**src/rtl/fmul_round.sv**
```systemverilog
// rtl/fmul_round.sv - binary32 multiplier normalize/round/pack stage, 2-stage valid/ready pipeline
module fmul_round (
    input  logic        clk,
    input  logic        reset,
    input  logic        in_valid,
    output logic        in_ready,
    input  logic [63:0] prod,
    input  logic        sign,
    input  logic [9:0]  exp_sum,
    input  logic        is_nan,
    input  logic        is_inf,
    input  logic        is_zero,
    output logic        out_valid,
    input  logic        out_ready,
    output logic [31:0] result,
    output logic        overflow,
    output logic        underflow,
    output logic        inexact
);

    // Stage 1 state: normalized mantissa, round bits, exponent and class
    logic        r_s1_valid;
    logic [22:0] r_s1_mant;
    logic        r_s1_guard;
    logic        r_s1_sticky;
    logic [9:0]  r_s1_exp;
    logic        r_s1_sign;
    logic        r_s1_nan;
    logic        r_s1_inf;
    logic        r_s1_zero;

    // Stage 2 state: packed result and flags as presented downstream
    logic        r_s2_valid;
    logic [31:0] r_result;
    logic        r_overflow;
    logic        r_underflow;
    logic        r_inexact;

    logic        w_en1;
    logic        w_en2;

    logic        w_hi;
    logic [22:0] w_mant;
    logic        w_guard;
    logic        w_sticky;
    logic [9:0]  w_exp;

    logic        w_inc;
    logic [23:0] w_mant_sum;
    logic [22:0] w_mant_r;
    logic [9:0]  w_exp_r;
    logic [31:0] w_result;
    logic        w_overflow;
    logic        w_underflow;
    logic        w_inexact;

    // Upper product bits can never be set by a 24x24 multiply
    logic        w_unused;
    assign w_unused = ^prod[63:48];

    // Handshake enables: a stage may load when it is empty or its successor moves
    assign w_en2    = !r_s2_valid | out_ready;
    assign w_en1    = !r_s1_valid | w_en2;
    assign in_ready = w_en1 & reset;

    // Normalize: product of two [1,2) significands lies in [1,4)
    assign w_hi     = prod[47];
    assign w_mant   = w_hi ? prod[46:24] : prod[45:23];
    assign w_guard  = w_hi ? prod[23] : prod[22];
    assign w_sticky = w_hi ? (|prod[22:0]) : (|prod[21:0]);
    assign w_exp    = exp_sum + {9'd0, w_hi};

    // Round to nearest-even; a carry out of the mantissa bumps the exponent
    assign w_inc      = r_s1_guard & (r_s1_sticky | r_s1_mant[0]);
    assign w_mant_sum = {1'b0, r_s1_mant} + {23'd0, w_inc};
    assign w_mant_r   = w_mant_sum[22:0];
    assign w_exp_r    = r_s1_exp + {9'd0, w_mant_sum[23]};

    // Classify and pack; special classes override any numeric outcome
    always_comb begin
        w_result    = {r_s1_sign, w_exp_r[7:0], w_mant_r};
        w_overflow  = 1'b0;
        w_underflow = 1'b0;
        w_inexact   = r_s1_guard | r_s1_sticky;
        if (r_s1_nan) begin
            w_result  = 32'h7FC0_0000;
            w_inexact = 1'b0;
        end else if (r_s1_inf) begin
            w_result  = {r_s1_sign, 8'hFF, 23'd0};
            w_inexact = 1'b0;
        end else if (r_s1_zero) begin
            w_result  = {r_s1_sign, 31'd0};
            w_inexact = 1'b0;
        end else if ($signed(w_exp_r) >= 10'sd255) begin
            w_result   = {r_s1_sign, 8'hFF, 23'd0};
            w_overflow = 1'b1;
            w_inexact  = 1'b1;
        end else if ($signed(r_s1_exp) <= 10'sd0) begin
            // No denormal output: anything below the normal range flushes to zero
            w_result    = {r_s1_sign, 31'd0};
            w_underflow = 1'b1;
            w_inexact   = 1'b1;
        end
    end

    // Stage 1 register: capture normalized operand on input accept
    always_ff @(posedge clk or negedge reset) begin
        if (!reset) begin
            r_s1_valid  <= 1'b0;
            r_s1_mant   <= 23'd0;
            r_s1_guard  <= 1'b0;
            r_s1_sticky <= 1'b0;
            r_s1_exp    <= 10'd0;
            r_s1_sign   <= 1'b0;
            r_s1_nan    <= 1'b0;
            r_s1_inf    <= 1'b0;
            r_s1_zero   <= 1'b0;
        end else if (w_en1) begin
            r_s1_valid <= in_valid;
            if (in_valid) begin
                r_s1_mant   <= w_mant;
                r_s1_guard  <= w_guard;
                r_s1_sticky <= w_sticky;
                r_s1_exp    <= w_exp;
                r_s1_sign   <= sign;
                r_s1_nan    <= is_nan;
                r_s1_inf    <= is_inf;
                r_s1_zero   <= is_zero;
            end
        end
    end

    // Stage 2 register: rounded/packed result, held stable while downstream stalls
    always_ff @(posedge clk or negedge reset) begin
        if (!reset) begin
            r_s2_valid  <= 1'b0;
            r_result    <= 32'd0;
            r_overflow  <= 1'b0;
            r_underflow <= 1'b0;
            r_inexact   <= 1'b0;
        end else if (w_en2) begin
            r_s2_valid <= r_s1_valid;
            if (r_s1_valid) begin
                r_result    <= w_result;
                r_overflow  <= w_overflow;
                r_underflow <= w_underflow;
                r_inexact   <= w_inexact;
            end
        end
    end

    assign out_valid = r_s2_valid;
    assign result    = r_result;
    assign overflow  = r_overflow;
    assign underflow = r_underflow;
    assign inexact   = r_inexact;

endmodule

```
**config.mk**
```make
export PLATFORM = sky130hd
export DESIGN_NAME = fmul_round
export DESIGN_NICKNAME = d
export VERILOG_FILES = /design/src/rtl/fmul_round.sv
export SDC_FILE = /design/constraint.sdc
export NUM_CORES = 1
export LEC_CHECK = 0
export CAP_MARGIN = 5
export CORE_ASPECT_RATIO = 0.9
export CORE_UTILIZATION = 43
export DETAILED_ROUTE_END_ITERATION = 12
export GPL_TIMING_DRIVEN = 1
export PLACE_DENSITY = 0.84
export SLEW_MARGIN = 20
export SYNTH_ARGS = -nofsm -noshare
export SYNTH_HDL_FRONTEND = slang
export SYNTH_SLANG_ARGS = --single-unit
```
**constraint.sdc**
```tcl
create_clock -name clk -period 2.95 [get_ports clk]
set_clock_uncertainty 0.15 [all_clocks]
set_input_delay 0.295 -clock clk [delete_from_list [all_inputs] [get_ports clk]]
set_output_delay 0.295 -clock clk [all_outputs]
set_load 0.03 [all_outputs]
```
==> impl_metrics.csv <==
group,metric,value,unit
critical_path,cp_max_fo,22,
global_routing,grt_pass1_wl,16.4,mm
sta,worstMarginPinSlew,0.958,ns
floorplanning,io_pins,119,
sta,max_freq,0.310,GHz
placed_design,place_area,5440,sq um
routing,drc_errors,0,
placed_design,dp_hpwl,7.20,mm
clock_tree,cts_max_level,3,
critical_path,critPathKind,"reg -> reg",
placed_design,port_buffers,102,
floorplanning,coreArea,9170,sq um
synthesis,netlist_instances,422,
floorplanning,start_util,0.446,
floorplanning,dieArea,9900,sq um
routing,dr.pass1.iters,4,
sta,fin_tns_setup,-7.20,ns
clock_tree,cts_tree,"yes",
clock_tree,cts_buffer_depth,2,
routing,wl,9.83,mm
cells_and_area,stdcell_count,676,
critical_path,path_cells,"o21a_1 -> ha_4 -> nand3_4 -> nor3_4 -> and3_4 -> and3_4 -> ha_4 -> buf_12 -> nand4_1 -> a211oi_2 -> nand2_1 -> a31oi_4 -> o211ai_2 -> buf_12 -> o21ai_1",
critical_path,critical_path_required,3.07,ns
sta,relSlewSlack,0.361,
clock_tree,cts_made_buffers,9,
routing,wl_met1,4.21,mm
sta,hold_violations,0,
cells_and_area,nFillCells,761,
synthesis,yosysSeqAreaShare,0.465,
global_routing,antenna_found_initial,0,
floorplanning,die_y,94.5,microns
synthesis,syn_nets,510,
floorplanning,die_w,105,microns
sta,setup_viol,34,
critical_path,crit_slowest_cell,"dfrtp_1",
routing,wl_met3,457,microns
synthesis,yosysWarnings,0,
cells_and_area,final_nets,637,
hold_path,hp-class,"in -> async",
global_routing,grt_pass1_vias,3567,
cells_and_area,design_area,5770,sq um
routing,first_iter_violations,108,
power_and_ir_drop,leakagePower,0.00241,uW
synthesis,synth_cell_types,48,
synthesis,synth.avg_cell_area,9.68,sq um
clock_tree,cts.sinks,76,
sta,slew_violations,0,
power_and_ir_drop,peakVddDrop,0.270,mV
placed_design,dp_cells,652,
critical_path,critical_path.endpoint_type,"flip-flop",
cells_and_area,final_common_cell,"clkdlybuf4s50_1",
critical_path,startpoint_type,"flip-flop",
cells_and_area,drive_gt1_frac,0.179,
synthesis,ys_ff_latch,76,
critical_path,max_stage_delay,0.39,ns
routing,top_layer,"met4",
sta,period_share,1.09,
floorplanning,num_rows,33,
placed_design,gp_congestion,0.892,
routing,ant_nets,0,
job,maxCapViolCount,0,
global_routing,grt.overflow.total,0,
synthesis,synthesis.area,4090,sq um
synthesis,synthFlopType,"dfrtp_1",
routing,met2_length,4.99,mm
critical_path,arrival,3.35,ns
status,violations,"setup timing",
routing,viasPerCell,5.23,
cells_and_area,multi_input_area,2140,sq um
clock_tree,cts-root-buf,"clkbuf_8",
global_routing,grt_max_degree,77,
routing,vias,3535,
sta,finalCriticalPeriod,3.23,ns
cells_and_area,antenna_cells,0,
sta,fin_ws,-0.278,ns
sta,rsz0062_at_grt,"true",
cells_and_area,syn_to_final_growth,41.3,%
synthesis,synthArstFlopShare,1.00,
synthesis,synth_edf_count,0,
status,status,"finished, violations left",
cells_and_area,seqCellArea,1900,sq um
routing,wl_per_cell,14.5,microns
clock_tree,clk_pin_slew,0.08,ns
global_routing,grt_use_total,0.210,
clock_tree,clock_latency,0.34,ns
cells_and_area,layout_common_cells,"clkdlybuf4s50_1 (101), nand2_1 (77), dfrtp_1 (76)",
power_and_ir_drop,p_per_area,513,nW/um^2
area by class of cell:
type                    instances  share of cell area
clock buffers                  12              0.0251
clock inverters                 4              0.0126
inverters                       8             0.00520
multi-input cells             316               0.371
flip-flops and latches         76               0.329
well taps                     122              0.0264
repair buffers                138               0.230
registers in the layout, indices dropped and copies added (netlist names):
register     cells
underflow        1
r_s1_guard       1
out_valid        1
r_s1_zero        1
r_s1_mant       23
r_s1_exp        10
overflow         1
r_s1_inf         1
r_s1_sticky      1
r_s1_nan         1
result          32
r_s1_sign        1
r_s1_valid       1
inexact          1
synthesized netlist by cell type, types with 3 or more instances:
| cell type | instances | area (sq um) |
|---|---|---|
| ha_1 | 6 | 75.1 |
| nor2_1 | 23 | 86.3 |
| xnor2_1 | 15 | 131 |
| nand2b_1 | 3 | 18.8 |
| nand2_1 | 78 | 293 |
| buf_6 | 5 | 56.3 |
| xor2_1 | 20 | 175 |
| and4_1 | 3 | 26.3 |
| o21ai_2 | 20 | 175 |
| nor4_1 | 7 | 43.8 |
| nand4_1 | 10 | 62.6 |
| a21oi_1 | 9 | 45.0 |
| dfrtp_1 | 76 | 1900 |
| nand3_1 | 15 | 75.1 |
| mux2i_1 | 25 | 250 |
| mux2_2 | 6 | 67.6 |
| inv_1 | 8 | 30.0 |
| o21a_1 | 3 | 22.5 |
| o21ai_0 | 37 | 185 |
| clkbuf_1 | 10 | 37.5 |
| nor3_1 | 4 | 20.0 |
| and3_1 | 6 | 37.5 |
metal layers:
metal / GRT usage / up-vias
li1: - / 1722
met1: 0.260 / 1701
met2: 0.361 / 96
met3: 0.0421 / 16
met4: 0.0892 / 0
met5: 0 / -
where the power goes:
group / switching (uW) / leakage, uW / internal [uW]
sequential: 133 / 0.000943 / 1170
clock: 377 / 0.000107 / 499
combinational: 410 / 0.00136 / 373
final timing paths:
path                                           from                      to  slack (ns)  depth (start not counted)
setup / recovery           r_s1_mant[0]$_DFFE_PN0P_   result[2]$_DFFE_PN0P_       -0.28                         15
hold / removal                                reset   result[7]$_DFFE_PN0P_        0.03                          2
setup reg to reg           r_s1_mant[0]$_DFFE_PN0P_   result[2]$_DFFE_PN0P_       -0.28                         15
hold reg to reg              result[19]$_DFFE_PN0P_  result[19]$_DFFE_PN0P_        0.33                          2
max in group asynchronous                     reset  result[10]$_DFFE_PN0P_        1.96                          2
min in group clk             result[19]$_DFFE_PN0P_  result[19]$_DFFE_PN0P_        0.33                          2
cells by family (layout without fill, tap and decap cells):
logic type,after synthesis,count (layout),share of synthesized area
AND/OR/NAND/NOR,160,160,0.184
adder cells (fa/ha/maj),6,6,0.0184
XOR/XNOR,35,35,0.0750
buffers and inverters,30,162,0.0407
flip-flops,76,76,0.465
multiplexers,31,31,0.0778
AO/OA/AOI/OAI,84,84,0.139
critical path: cells and delay by family (launching register included):
family                   cells  cell delay [ns]
buffers and inverters        2             0.33
adder cells (fa/ha/maj)      2             0.31
AND/OR/NAND/NOR              6             1.01
flip-flops                   1             0.39
AO/OA/AOI/OAI                5             0.94
through the flow:
stage | total power (uW) | util | hold slack [ns] | setup WS (ns)
finish | 2960 | 0.630 | 0.0331 | -0.278
global route | 3120 | 0.630 | 0.147 | -0.439
CTS | 2960 | 0.622 | 0.109 | -0.206
detailed placement | 2080 | 0.593 | 0.313 | -0.272
global placement | 2050 | 0.593 | 0.312 | -0.159
floorplan | 1730 | - | -0.151 | -0.00482
repair_timing:
item                                    4_1_cts  5_1_grt
pin swaps                                     2        3
gates resized for setup                       6        8
hold buffers                                  0        0
endpoints found under the setup margin       34       34
buffers inserted                              4        4
(Power assumes the default switching activity.)
